<file path="src/rtl/bsc_axiu_pkg.sv">
// Shared widths, FSM state encoding and beat payload for the AXI-Stream utility blocks.
package bsc_axiu_pkg;

    localparam int AXIU_DATA_W = 64;
    localparam int AXIU_TID_W  = 1;
    localparam int AXIU_BEAT_W = AXIU_DATA_W + AXIU_TID_W + 1;

    typedef enum logic [1:0] {
        ST_IDLE  = 2'd0,
        ST_LOCK0 = 2'd1,
        ST_LOCK1 = 2'd2
    } arb_state_t;

    typedef struct packed {
        logic [AXIU_DATA_W-1:0] tdata;
        logic [AXIU_TID_W-1:0]  tid;
        logic                   tlast;
    } axiu_beat_t;

endpackage

</file>
<file path="src/rtl/bsc_axiu_axis_skid_buf.sv">
// Two-entry strict-FIFO skid buffer carrying data+tid+tlast beats.
// Latency: 1 cycle from push to out_vld; push and pop may coincide while one entry is held.
// Backpressure: in_rdy is registered occupancy (not full) and never depends on out_rdy.
module bsc_axiu_axis_skid_buf
    import bsc_axiu_pkg::*;
(
    input  logic                   clk,
    input  logic                   rst,
    input  logic                   in_vld,
    output logic                   in_rdy,
    input  logic [AXIU_BEAT_W-1:0] in_dat,
    output logic                   out_vld,
    input  logic                   out_rdy,
    output logic [AXIU_BEAT_W-1:0] out_dat
);

    logic [AXIU_BEAT_W-1:0] mem [2];
    logic                   wr_ptr;
    logic                   rd_ptr;
    logic [1:0]             count;
    logic                   push;
    logic                   pop;

    // Both handshakes are forced low while rst is held so nothing escapes during reset.
    assign in_rdy  = !rst && (count != 2'd2);
    assign out_vld = !rst && (count != 2'd0);
    assign out_dat = out_vld ? mem[rd_ptr] : '0;

    assign push = in_vld && in_rdy;
    assign pop  = out_vld && out_rdy;

    always_ff @(posedge clk) begin
        if (rst) begin
            wr_ptr <= 1'b0;
            rd_ptr <= 1'b0;
            count  <= 2'd0;
        end else begin
            if (push) begin
                wr_ptr <= ~wr_ptr;
            end
            if (pop) begin
                rd_ptr <= ~rd_ptr;
            end
            count <= count + {1'b0, push} - {1'b0, pop};
        end
    end

    always_ff @(posedge clk) begin
        if (push) begin
            mem[wr_ptr] <= in_dat;
        end
    end

endmodule

</file>
<file path="src/rtl/bsc_axiu_axis_tid_arb_mux.sv">
// Packet-granular round-robin merge of two AXI-Stream sources, tagging beats with m_tid.
// Latency: 1 cycle from source acceptance to m_tvalid; sustains 1 beat/cycle.
// Backpressure: only the granted source sees tready, driven by registered skid-buffer space.
// Optional per-source packet counters: define BSC_AXIU_TID_MUX_PKT_CNT_EN.
module bsc_axiu_axis_tid_arb_mux
    import bsc_axiu_pkg::*;
(
    input  logic                   clk,
    input  logic                   rst,
    input  logic [AXIU_DATA_W-1:0] s0_tdata,
    input  logic                   s0_tlast,
    input  logic                   s0_tvalid,
    output logic                   s0_tready,
    input  logic [AXIU_DATA_W-1:0] s1_tdata,
    input  logic                   s1_tlast,
    input  logic                   s1_tvalid,
    output logic                   s1_tready,
    output logic [AXIU_DATA_W-1:0] m_tdata,
    output logic [AXIU_TID_W-1:0]  m_tid,
    output logic                   m_tlast,
    output logic                   m_tvalid,
    input  logic                   m_tready
`ifdef BSC_AXIU_TID_MUX_PKT_CNT_EN
    ,
    output logic [31:0]            pkt_cnt0,
    output logic [31:0]            pkt_cnt1
`endif
);

    arb_state_t state;
    arb_state_t state_nxt;
    logic       rr_ptr;
    logic       grant_vld;
    logic       grant_src;
    logic       sel_vld;
    logic       sel_last;
    logic       buf_in_vld;
    logic       buf_in_rdy;
    logic       push;
    axiu_beat_t in_beat;
    axiu_beat_t out_beat;

    always_ff @(posedge clk) begin
        if (rst) begin
            state <= ST_IDLE;
        end else begin
            state <= state_nxt;
        end
    end

    always_comb begin
        state_nxt = state;
        case (state)
            ST_IDLE: begin
                if (push && !sel_last) begin
                    state_nxt = grant_src ? ST_LOCK1 : ST_LOCK0;
                end
            end
            ST_LOCK0, ST_LOCK1: begin
                if (push && sel_last) begin
                    state_nxt = ST_IDLE;
                end
            end
            default: state_nxt = ST_IDLE;
        endcase
    end

    // rr_ptr holds the last source granted a first beat; its complement wins a tie.
    always_comb begin
        grant_vld = 1'b0;
        grant_src = 1'b0;
        case (state)
            ST_IDLE: begin
                if (s0_tvalid && s1_tvalid) begin
                    grant_vld = 1'b1;
                    grant_src = ~rr_ptr;
                end else if (s0_tvalid) begin
                    grant_vld = 1'b1;
                    grant_src = 1'b0;
                end else if (s1_tvalid) begin
                    grant_vld = 1'b1;
                    grant_src = 1'b1;
                end
            end
            ST_LOCK0: begin
                grant_vld = 1'b1;
                grant_src = 1'b0;
            end
            ST_LOCK1: begin
                grant_vld = 1'b1;
                grant_src = 1'b1;
            end
            default: begin
                grant_vld = 1'b0;
                grant_src = 1'b0;
            end
        endcase
    end

    always_ff @(posedge clk) begin
        if (rst) begin
            rr_ptr <= 1'b1;
        end else if (state == ST_IDLE && push) begin
            rr_ptr <= grant_src;
        end
    end

    assign sel_vld  = grant_src ? s1_tvalid : s0_tvalid;
    assign sel_last = grant_src ? s1_tlast  : s0_tlast;

    assign s0_tready  = grant_vld && !grant_src && buf_in_rdy;
    assign s1_tready  = grant_vld &&  grant_src && buf_in_rdy;
    assign buf_in_vld = grant_vld && sel_vld;
    assign push       = buf_in_vld && buf_in_rdy;

    assign in_beat.tdata = grant_src ? s1_tdata : s0_tdata;
    assign in_beat.tid   = grant_src;
    assign in_beat.tlast = sel_last;

    bsc_axiu_axis_skid_buf u_skid (
        .clk     (clk),
        .rst     (rst),
        .in_vld  (buf_in_vld),
        .in_rdy  (buf_in_rdy),
        .in_dat  (in_beat),
        .out_vld (m_tvalid),
        .out_rdy (m_tready),
        .out_dat (out_beat)
    );

    assign m_tdata = out_beat.tdata;
    assign m_tid   = out_beat.tid;
    assign m_tlast = out_beat.tlast;

`ifdef BSC_AXIU_TID_MUX_PKT_CNT_EN
    always_ff @(posedge clk) begin
        if (rst) begin
            pkt_cnt0 <= 32'd0;
            pkt_cnt1 <= 32'd0;
        end else if (push && sel_last) begin
            if (grant_src) begin
                pkt_cnt1 <= pkt_cnt1 + 32'd1;
            end else begin
                pkt_cnt0 <= pkt_cnt0 + 32'd1;
            end
        end
    end
`endif

endmodule

</file>
<file path="config.mk">
export PLATFORM = sky130hd
export DESIGN_NAME = bsc_axiu_axis_tid_arb_mux
export DESIGN_NICKNAME = d
export VERILOG_FILES = /design/src/rtl/bsc_axiu_pkg.sv /design/src/rtl/bsc_axiu_axis_skid_buf.sv /design/src/rtl/bsc_axiu_axis_tid_arb_mux.sv
export SDC_FILE = /design/constraint.sdc
export NUM_CORES = 1
export LEC_CHECK = 0
export ABC_AREA = 0
export CAP_MARGIN = 5
export CORE_AREA = 2 2 117 142
export DETAILED_ROUTE_END_ITERATION = 7
export DIE_AREA = 0 0 119 144
export PLACE_DENSITY = 0.69
export REMOVE_ABC_BUFFERS = 1
export SLEW_MARGIN = 10
export SYNTH_ARGS = -nofsm -noshare
export SYNTH_HDL_FRONTEND = slang
export SYNTH_SLANG_ARGS = --single-unit
</file>
<file path="constraint.sdc">
create_clock -name clk -period 12.4 [get_ports clk]
set_input_delay 3.72 -clock clk [delete_from_list [all_inputs] [get_ports clk]]
set_output_delay 3.72 -clock clk [all_outputs]
set_load 0.02 [all_outputs]
</file>
# Yosys cells after proc, flatten, opt, wreduce, memory -nomap -nowiden
# Memories as Yosys holds them, arrays and structs flattened. A register that Yosys moved wholly into a read port is not among the register bits.
# Index checks and enable logic that the tools add are counted.
# Widths: inputs -> output; s select.
[word_totals]
reg_bits = 7
ram_bits = 132
out_inout_bits = 69
mem_count = 1
[classes]
addsub = 2
eq_ne = 5
n_mux = 19
bitwise = 3
reduce_logical = 20
[memory_table]
columns = ["name", "words", "width", "read_ports", "rd_ports_with_merged_regs", "wr", "line", "rtl"]
rows = [
  ["u_skid.mem", 2, 66, 1, 1, 1, "bsc_axiu_axis_skid_buf.sv:17", "logic [AXIU_BEAT_W-1:0] mem [2];"],
]
[ops]
columns = ["op", "count"]
rows = [
  ["$mux 66", 1],
  ["$mux 64", 1],
  ["$logic_and 1x1->1", 13],
  ["$mux 1", 11],
  ["$mux 2", 3],
  ["$ne 2x2->1 const B", 2],
  ["$pmux 1 s2", 2],
  ["$pmux 2 s2", 1],
  ["$logic_not 1->1", 3],
  ["$not 1->1", 3],
  ["$add 2x1->2", 1],
  ["$eq 2x1->1 const B", 1],
  ["$eq 2x2->1 const B", 1],
  ["$logic_not 2->1", 1],
  ["$ne 2x1->1 const B", 1],
  ["$reduce_and 2->1", 1],
  ["$reduce_bool 2->1", 1],
  ["$reduce_or 2->1", 1],
  ["$sub 2x1->2", 1],
]

# Logic depth before layout (Yosys ltp)
# Gate-level depths: netlist of run 1.
[depth]
depth_word = 10
depth_mapped = 8
mapped_depth_nobuf = 8

# Modules after synthesis
# From an unflattened synthesis of run 1, not the netlist that was laid out.
[unflattened]
hier_cells = 555
hier_area_um2 = 6399.9
[by_module_without_submodules]
columns = ["module", "n_inst", "cells_each", "area_per_inst_um2", "seq_area_each_um2"]
rows = [
  ["bsc_axiu_axis_skid_buf", 1, 311, 5306.3, 4063.9],
  ["bsc_axiu_axis_tid_arb_mux", 1, 244, 1093.5, 60.1],
]

# Worst setup path before layout of run 1
# No wires, ideal clock.
[synth_path]
path_type = "input-to-output"
from = "input port s0_tvalid"
to = "output port s0_tready"
arrival_time_ns = 4.614
setup_slack_ns = 4.066
cell_stages = 5
cell_sequence = "nand2_1 > a31oi_4 > inv_2 > clkbuf_1 > nor2_1"
[synth_via]
elab_chain_cells = 6
word_cells_on_any_way = 10
cone_classes = "mux: 6; reduce/logical: 4"
[synth_lines]
columns = ["item", "line", "rtl"]
rows = [
  ["start: declaration", "bsc_axiu_axis_tid_arb_mux.sv:12", "input logic s0_tvalid,"],
  ["$mux 1 / $logic_and 1x1->1 (equally long branches)", "bsc_axiu_axis_tid_arb_mux.sv:77, bsc_axiu_axis_tid_arb_mux.sv:74", ""],
  ["$mux 1 *", "bsc_axiu_axis_tid_arb_mux.sv:74", "if (s0_tvalid && s1_tvalid) begin"],
  ["$pmux 1 s2 *", "bsc_axiu_axis_tid_arb_mux.sv:72", "case (state)"],
  ["net grant_src", "bsc_axiu_axis_tid_arb_mux.sv:34", "logic grant_src;"],
  ["$logic_not 1->1 *", "bsc_axiu_axis_tid_arb_mux.sv:111", "assign s0_tready = grant_vld && !grant_src && buf_in_rdy;"],
  ["$logic_and 1x1->1 * (2 in series)", "bsc_axiu_axis_tid_arb_mux.sv:111", ""],
  ["end: declaration", "bsc_axiu_axis_tid_arb_mux.sv:13", "output logic s0_tready,"],
]
# Mark *: on every way through the listed nets, which the timed path passes. The rest lies on a longest branch.

# Worst setup path after layout of run 1
[layout_path]
from = "input port rst"
to = "output port m_tdata[49]"
[layout_via]
elab_chain_cells = 3
[layout_lines]
columns = ["item", "line", "rtl"]
rows = [
  ["start: declaration", "bsc_axiu_axis_tid_arb_mux.sv:9", "input logic rst,"],
  ["$logic_not 1->1", "bsc_axiu_axis_skid_buf.sv:26", "assign out_vld = !rst && (count != 2'd0);"],
  ["$logic_and 1x1->1", "bsc_axiu_axis_skid_buf.sv:26", ""],
  ["$mux 66", "bsc_axiu_axis_skid_buf.sv:27", "assign out_dat = out_vld ? mem[rd_ptr] : '0;"],
  ["end: declaration", "bsc_axiu_axis_tid_arb_mux.sv:18", "output logic [AXIU_DATA_W-1:0] m_tdata,"],
]
# Every way passes these cells.

==> flow_summary.toml, run 1 <==
[status]
status = "completed"

[setup_path]
path_buf_inv = 4
critPathMaxFanout = 43
required_ps = 8680
cp-end-kind = "primary output"
crit_slowest_cell = "clkdlybuf4s50_1"
crit_path_start_kind = "input pin"
critical-path-top-delay-family = "buffers and inverters"
timing.critical_path.mode_cell = "clkdlybuf4s50_1"
crit_type = "in2out"
cp_slowest_stage_delay_ps = 630
cp.arrival_ps = 6040
crit_chain = "clkdlybuf4s50_1, inv_1, o21ai_4, buf_4, nor2_1, clkdlybuf4s50_1"

[floorplanning]
io_pins = 204
die_x_um = 119
coreArea_sq_mm = 0.0159
dieArea_sq_mm = 0.0171
initial_core_util = 0.392
num_rows = 51
dieHeight_um = 144

[cts]
clkTransAtPathRegs_ps = 60
hold_buffers = 0
post_cts_resized = 0
htreeDepth = 4
insertion_delay_ps = 400
cts_tree = "done"
numCtsBuffers = 17
cts.sink_count = 140
post_cts_buffers = 0
clock_tree.root_cell = "clkbuf_16"
clk_path_buf_depth = 2

[pwr]
p_leak_nw = 3.32
ir_worst_vdd_v = 0.000172
powerDensity_mw_per_mm2 = 210
power_w = 0.00191

[drt]
routed_wl_um = 14000
route.met3.wl_um = 667
first_pass_iters = 4
met1_length_um = 5990
viasPerCell = 4.67
highest_layer = "met4"
wl_per_cell_um = 14.4
drt-initial-drc-count = 229
antenna_left = 0
vias = 4516
drc = 0
wl_met2_um = 7230

[synthesis]
synth_common_cells = "nand2_1, edfxtp_1, nor2_1"
syn_inst = 545
postSynthAreaPerCell_sq_um = 11.4
synth.most_common_cell = "nand2_1"
synth_fa_ha_area_frac = 0.00805
synth.top_cell.area_share = 0.637
yosysUniqueCellTypes = 28
yosys.area_share.simple = 0.171
synthFlopType = "edfxtp_1"
ys_seq_elements = 140
synth_xor_xnor_area_share = 0.00563
syn_area_sq_mm = 0.00622
yosys.area.top_type = "edfxtp_1"
synth_mux_area_frac = 0.109
ys_async_sr_fraction = 0
synth-compound-area-share = 0.0187
yosysSeqAreaShare = 0.663
synth_top_family_by_area = "simple AND/OR/NAND/NOR gates"
synth_edf_count = 132
synthTopCellsByArea = "edfxtp_1, nand2_1, mux2i_1"
yosys_warnings = 0

[final_layout]
design_area_sq_mm = 0.00906
finish.utilization = 0.570
fillers = 1355
nets = 882
multi_input_area_sq_mm = 0.00197
synthToLayoutAreaGrowth_pct = 45.7
num_antenna_cells = 0
seq_area_sq_mm = 0.00413
layout-drive-gt1-share = 0.0556

[sta]
fin_worst_skew_ps = 8.29
whs_ps = 524
slew_viol_final = 0
post-route-period-util = 0.787
final-setup-viol-count = 0
tns_ps = 0
slew_headroom = 0.246
period_minus_slack_ps = 9760
finalHoldViolCount = 0
rsz0062_at_grt = "false"
tightest_slew_ps = 1130
fmax_ghz = 0.102

[global_route]
grt_pass1_wl_um = 21700
grt_util_all_layers = 0.159
antenna_found_initial = 0
grt_max_degree = 69
grt_pass1_vias = 4418
grt-ovfl-total = 0

[place]
io_buffers = 203
gp_congestion = 0.774
hpwl_um = 9270
dpl_cell_area_sq_mm = 0.00846

[worst_hold_path]
min_path_type = "reg2reg"

[job]
drv_cap = 0
-- metal layers --
metal,global-route usage,up-vias
met5,0,-
met4,0.0376,0
met3,0.0379,6
met2,0.288,131
met1,0.193,2129
li1,-,2250
-- cell usage in the layout (no fill, tap or decap), drive strengths merged --
cell type,count
xor2,1
inv,12
and2,2
o311ai,1
ha,4
nand2,193
o21a,1
clkbuf,20
nor3,2
clkinv,2
mux2i,66
edfxtp,132
nor2b,1
nor4,2
a41oi,1
bufinv,3
buf,5
o221a,1
nor2,79
o221ai,2
a31o,2
xnor2,3
mux2,1
o21ai,3
clkinvlp,4
a31oi,1
clkdlybuf4s50,203
dfxtp,8
o31a,1
-- path summary, 6_finish.rpt --
path                                     from                to  slack [ps]  cells after the start
worst max-delay path                      rst       m_tdata[49]        2640                      6
worst min register to register  u_skid.rd_ptr         flip-flop         520                      2
worst min-delay path            u_skid.rd_ptr         flip-flop         520                      2
worst max register to register       state[0]  u_skid.mem[0][8]        9370                      7
-- tightest hold or removal path, delay by kind of cell, from the launching register on --
family           cells  cell delay (ps)
flip-flops           1              330
XOR/XNOR             1               90
AND/OR/NAND/NOR      1               70
-- cell families (layout without fill, tap and decap cells) --
group | Yosys count | count (layout)
adders and majority gates | 4 | 4
buffers and inverters | 38 | 249
xor gates and xnor gates | 4 | 4
muxes | 67 | 67
and+or+nand+nor | 279 | 279
AOI/OAI and AO/OA | 13 | 13
DFF | 140 | 140
-- final cells by class --
type | instances | share of cell area
Inverter | 9 | 0.00373
Sequential cell | 140 | 0.455
Clock buffer | 20 | 0.0482
Tap cell | 212 | 0.0293
Timing Repair Buffer | 208 | 0.228
Multi-Input combinational cell | 367 | 0.217
Clock inverter | 12 | 0.0181
-- power breakdown --
group | internal [W] | switching (W) | total (W)
sequential | 0.000715 | 0.0000431 | 0.000758
clock | 0.000319 | 0.000190 | 0.000509
combinational | 0.000250 | 0.000389 | 0.000639
-- state kept, by name (all words and copies together) (netlist names), named ones only --
name and flops:
u_skid.mem 132, state 2, u_skid.count 2, rr_ptr 1, u_skid.rd_ptr 1, u_skid.wr_ptr 1
-- through the flow --
step | setup slack (ps) | instances
after detailed placement | 2640 | 936
after global routing | 2460 | 968
after floorplan | 2810 | 516
final | 2640 | 968
after global placement | 2660 | 936
after CTS | 2620 | 968
Note: power is estimated with default switching activity, not from simulation.
==> inputs of run 2 (changes only) <==
clock period = 10.2 ns   (was 12.4 ns; I/O delays follow)
==> run 2 against run 1 <==
  * Utilization decreased by 0.094 points
  * Highest routed layer unchanged
  * Clock power rose by 16%
  * Critical path type unchanged
  * Clock skew up 4.8 ps
  * Combinational power increased by 23%
  * Die area did not move
  * Global-route usage is 0.47 points higher
  * Design area is 0.17% lower
  * Non-clock buffer count is 1 higher
  * Worst hold slack got worse by 16 ps
  * Flip-flop and latch count unchanged
  * Sequential share of layout area increased by 0.076 points
==> flow_summary.toml, run 2 (synthesized netlist as in run 1, its figures left out) <==
[drt]
drc = 0
wl_per_cell_um = 14.5
routed_wl_um = 14100
viasPerCell = 4.60
antenna_left = 0
drt-initial-drc-count = 221
first_pass_iters = 4
vias = 4461

[sta]
final-setup-viol-count = 0
post-route-period-util = 0.819
rsz0062_at_grt = "false"
slew_headroom = 0.388
finalHoldViolCount = 0
tns_ps = 0
slew_viol_final = 0
period_minus_slack_ps = 8360
tightest_slew_ps = 918
fin_worst_skew_ps = 13.1
fmax_ghz = 0.120
whs_ps = 507

[pwr]
ir_worst_vdd_v = 0.000188
p_leak_nw = 3.31
powerDensity_mw_per_mm2 = 253
power_w = 0.00229

[global_route]
antenna_found_initial = 0
grt_max_degree = 68
grt-ovfl-total = 0
grt_pass1_wl_um = 22000
grt_util_all_layers = 0.164
grt_pass1_vias = 4573

[floorplanning]
coreArea_sq_mm = 0.0159
die_x_um = 119
io_pins = 204
dieArea_sq_mm = 0.0171
initial_core_util = 0.392
dieHeight_um = 144
num_rows = 51

[cts]
clkTransAtPathRegs_ps = 60
cts.sink_count = 140
numCtsBuffers = 17
post_cts_resized = 0
clock_tree.root_cell = "clkbuf_16"
insertion_delay_ps = 410
cts_tree = "done"
post_cts_buffers = 0
htreeDepth = 4
clk_path_buf_depth = 2
hold_buffers = 0

[final_layout]
largest_reg_flops = 132
top_register = "u_skid.mem"
mostFrequentLayoutCell = "clkdlybuf4s50_1"
reg.largest.list = "u_skid.mem (132), state (2), u_skid.count (2)"
fillers = 1337
final_cell_mix = "clkdlybuf4s50_1, nand2_1, edfxtp_1, nor2_1, mux2i_1"
layout-drive-gt1-share = 0.0568
design_area_sq_mm = 0.00905
seq_area_sq_mm = 0.00413
num_antenna_cells = 0
synthToLayoutAreaGrowth_pct = 45.4
nets = 883
multi_input_area_sq_mm = 0.00197

[job]
drv_cap = 0

[setup_path]
cp-end-kind = "primary output"
crit_slowest_cell = "clkdlybuf4s50_1"
timing.critical_path.mode_cell = "clkdlybuf4s50_1"
crit_type = "in2out"
cp.arrival_ps = 5300
cp_slowest_stage_delay_ps = 590
critical-path-top-delay-family = "buffers and inverters"
crit_chain = "clkdlybuf4s50_1, inv_1, o21ai_4, buf_4, nor2_1, clkdlybuf4s50_1"
required_ps = 7140
crit_path_start_kind = "input pin"
path_buf_inv = 4
critPathMaxFanout = 43

[status]
status = "completed"

[place]
dpl_cell_area_sq_mm = 0.00847
io_buffers = 203
gp_congestion = 0.760
hpwl_um = 9480

[worst_hold_path]
min_path_type = "reg2reg"
==> run 2: cell types whose count changed in the layout (fill, tap and decap cells not counted) <==
cell        change
clkinv_1        +1
buf_4           +1
bufinv_16       -1
inv_6           -2
clkinv_4        +2
clkinvlp_4      +1
clkbuf_1        -1
==> run 2: routing by layer <==
| layer | wire length [um] | part of all wire | GRT usage |
|---|---|---|---|
| met5 | 0 | 0 | 0 |
| met4 | 147 | 0.010 | 0.0526 |
| met3 | 829 | 0.059 | 0.0481 |
| met2 | 7410 | 0.53 | 0.301 |
| met1 | 5710 | 0.40 | 0.183 |
==> run 2: metrics by stage <==
step	cells	setup slack, ps	util
after floorplan	516	1930	-
after global placement	937	1860	0.533
after detailed placement	937	1810	0.533
after CTS	969	1810	0.569
after global routing	969	1660	0.569
final	969	1840	0.569
==> run 2: worst paths after layout <==
check / cells after the start / end / startpoint / slack, ps
min reg2reg: 1 / state[0] / state[0] / 510
min: 1 / state[0] / state[0] / 510
max: 6 / m_tdata[48] / rst / 1840
max reg2reg: 7 / u_skid.mem[0][0] / state[0] / 7170
==> run 2: final cells by class <==
| type | count | area share |
|---|---|---|
| Timing Repair Buffer | 209 | 0.230 |
| Clock buffer | 19 | 0.0478 |
| Tap cell | 212 | 0.0293 |
| Clock inverter | 13 | 0.0160 |
| Multi-Input combinational cell | 367 | 0.217 |
| Sequential cell | 140 | 0.456 |
| Inverter | 9 | 0.00373 |
==> run 2: report_power, final <==
group          internal [W]  total (W)  switching, W  leakage [nW]
Combinational      0.000306   0.000783      0.000478          1.76
Sequential         0.000869   0.000920     0.0000515          1.29
Clock              0.000361   0.000590      0.000229         0.263
==> run 2: worst register-to-register path: stages, from the launching register on <==
cell and delay [ps]:
dfxtp_1 350, inv_1 70, ha_1 260, nor2b_1 180, o221a_2 220, o21ai_1 270
nor2_4 660, buf_4 630
==> inputs of run 3 (changes only) <==
PLACE_DENSITY = 0.72   (was 0.69)
clock period = 7.62 ns   (was 10.2 ns; I/O delays follow)
==> run 3 against run 2 <==
  * Via count down 0.27%
  * Combinational power up 30%
  * Clock-buffer cell count unchanged
  * Critical path depth unchanged
  * First-iteration DRC count down 26%
  * Flip-flop and latch count unchanged
  * Worst hold slack better by 26 ps
  * Critical endpoint is now m_tdata[38]
  * Sequential power up 37%
==> flow_summary.toml, run 3 (synthesized netlist as in run 1, its figures left out) <==
[final_layout]
fin_cells = 968
synthToLayoutAreaGrowth_pct = 46.1
largest_reg_flops = 132
reg.largest.list = "u_skid.mem (132), state (2), u_skid.count (2)"
top_register = "u_skid.mem"
layout-drive-gt1-share = 0.0569
num_antenna_cells = 0
nets = 883
final_cell_mix = "clkdlybuf4s50_1, nand2_1, edfxtp_1, nor2_1, mux2i_1"
mostFrequentLayoutCell = "clkdlybuf4s50_1"

[setup_path]
reg2reg_setup_slack_ps = 4590
timing.critical_path.mode_cell = "clkdlybuf4s50_1"
r2r-start = "state[0]"
crit_type = "in2out"
crit_path_start_kind = "input pin"
critPathMaxFanout = 41
reg2regPathDepth = 7
crit_chain = "clkdlybuf4s50_1, inv_1, o21ai_4, buf_4, nor2_1, clkdlybuf4s50_1"
crit_slowest_cell = "clkdlybuf4s50_1"
timing.rr.end = "u_skid.mem[0][22]"
required_ps = 5330
cp.arrival_ps = 4500
cp_slowest_stage_delay_ps = 600
cp-end-kind = "primary output"
cp-startpoint = "rst"

[job]
drv_cap = 0

[sta]
post-route-period-util = 0.891
rsz0062_at_grt = "false"
tightest_slew_ps = 1180
fin_worst_skew_ps = 7.69
tns_ps = 0
final-setup-viol-count = 0
whs_ps = 533
slew_viol_final = 0
slew_headroom = 0.211
fmax_ghz = 0.147
period_minus_slack_ps = 6790
finalHoldViolCount = 0

[cts]
clk_path_buf_depth = 2
htreeDepth = 4
numCtsBuffers = 17
cts_tree = "done"
cts.sink_count = 140
clkTransAtPathRegs_ps = 50
insertion_delay_ps = 400
hold_buffers = 0
clock_tree.root_cell = "clkbuf_16"
post_cts_resized = 0
post_cts_buffers = 0

[drt]
drc = 0
routed_wl_um = 13500
wl_per_cell_um = 13.9
first_pass_iters = 4
viasPerCell = 4.60
drt-initial-drc-count = 164
vias = 4449
antenna_left = 0

[status]
status = "completed"

[pwr]
power.share.switching = 0.320
combPwrFrac = 0.327
p_leak_nw = 3.34
internal_power_w = 0.00213
powerDensity_mw_per_mm2 = 344
p_switching_w = 0.00100
seq_power_share = 0.401
clockPowerShare = 0.272
ir_worst_vdd_v = 0.000324

[floorplanning]
io_pins = 204
initial_core_util = 0.392
dieHeight_um = 144
die_x_um = 119
coreArea_sq_mm = 0.0159
dieArea_sq_mm = 0.0171
num_rows = 51

[worst_hold_path]
min_path_type = "reg2reg"
hold_end = "state[0]"
min-delay-start = "state[0]"
hold_depth = 1

[place]
hpwl_um = 9290
gp_congestion = 0.799
io_buffers = 203
place_inst = 937

[global_route]
grt_max_degree = 68
grt_pass1_wl_um = 20900
grt_pass1_vias = 4445
grt-ovfl-total = 0
antenna_found_initial = 0
grt_util_all_layers = 0.157
==> run 3: cell types whose count changed in the layout (fill, tap and decap cells not counted), sizes merged <==
cell / delta
inv: +3
clkinvlp: -3
clkinv: -3
bufinv: +2
==> run 3: final cells by class <==
cell class,instances,area (sq um)
multi-input cells,367,1970
fillers,1296,6800
inverters,9,33.8
well taps,212,265
flip-flops and latches,140,4130
clock inverters,12,188
repair buffers,209,2080
clock buffers,19,433
==> run 3: worst max-delay path by stage <==
stage | endpoint | slack [ps] | cells past startpoint
floorplan | s0_tready | 900 | 4
global placement | m_tdata[33] | 890 | 6
detailed placement | m_tdata[38] | 810 | 6
CTS | m_tdata[38] | 800 | 6
global route | m_tdata[38] | 670 | 6
finish | m_tdata[38] | 830 | 6
==> run 3: power by group through the flow <==
stage          Sequential (W)  Combinational (W)  Clock (W)
2_1_floorplan         0.00126           0.000630          0
3_3_place_gp          0.00126            0.00101          0
3_5_place_dp          0.00127            0.00104          0
4_1_cts               0.00126            0.00104   0.000873
5_1_grt               0.00128            0.00113   0.000902
6_report              0.00126            0.00102   0.000851
==> run 3: per-layer routing <==
| layer | part of all wire | vias to the layer above | track usage |
|---|---|---|---|
| met2 | 0.52 | 121 | 0.284 |
| li1 | - | 2254 | - |
| met4 | 0.0048 | 0 | 0.0501 |
| met1 | 0.42 | 2068 | 0.181 |
| met5 | 0 | - | 0 |
| met3 | 0.049 | 6 | 0.0418 |
==> run 3: through the flow <==
| step | worst slack (ps) | util | power, W | instance area [sq um] |
|---|---|---|---|---|
| 2_1_floorplan | 897 | - | 0.00189 | 6100 |
| 3_3_place_gp | 889 | 0.533 | 0.00227 | 8470 |
| 3_5_place_dp | 805 | 0.533 | 0.00231 | 8470 |
| 4_1_cts | 802 | 0.572 | 0.00317 | 9090 |
| 5_1_grt | 670 | 0.572 | 0.00332 | 9090 |
| 6_report | 834 | 0.572 | 0.00313 | 9090 |
==> run 3: critical path: cells and delay by family <==
kind            cells  cell delay (ps)
buf+inv             4             1700
compound gates      1              400
simple gates        1              100
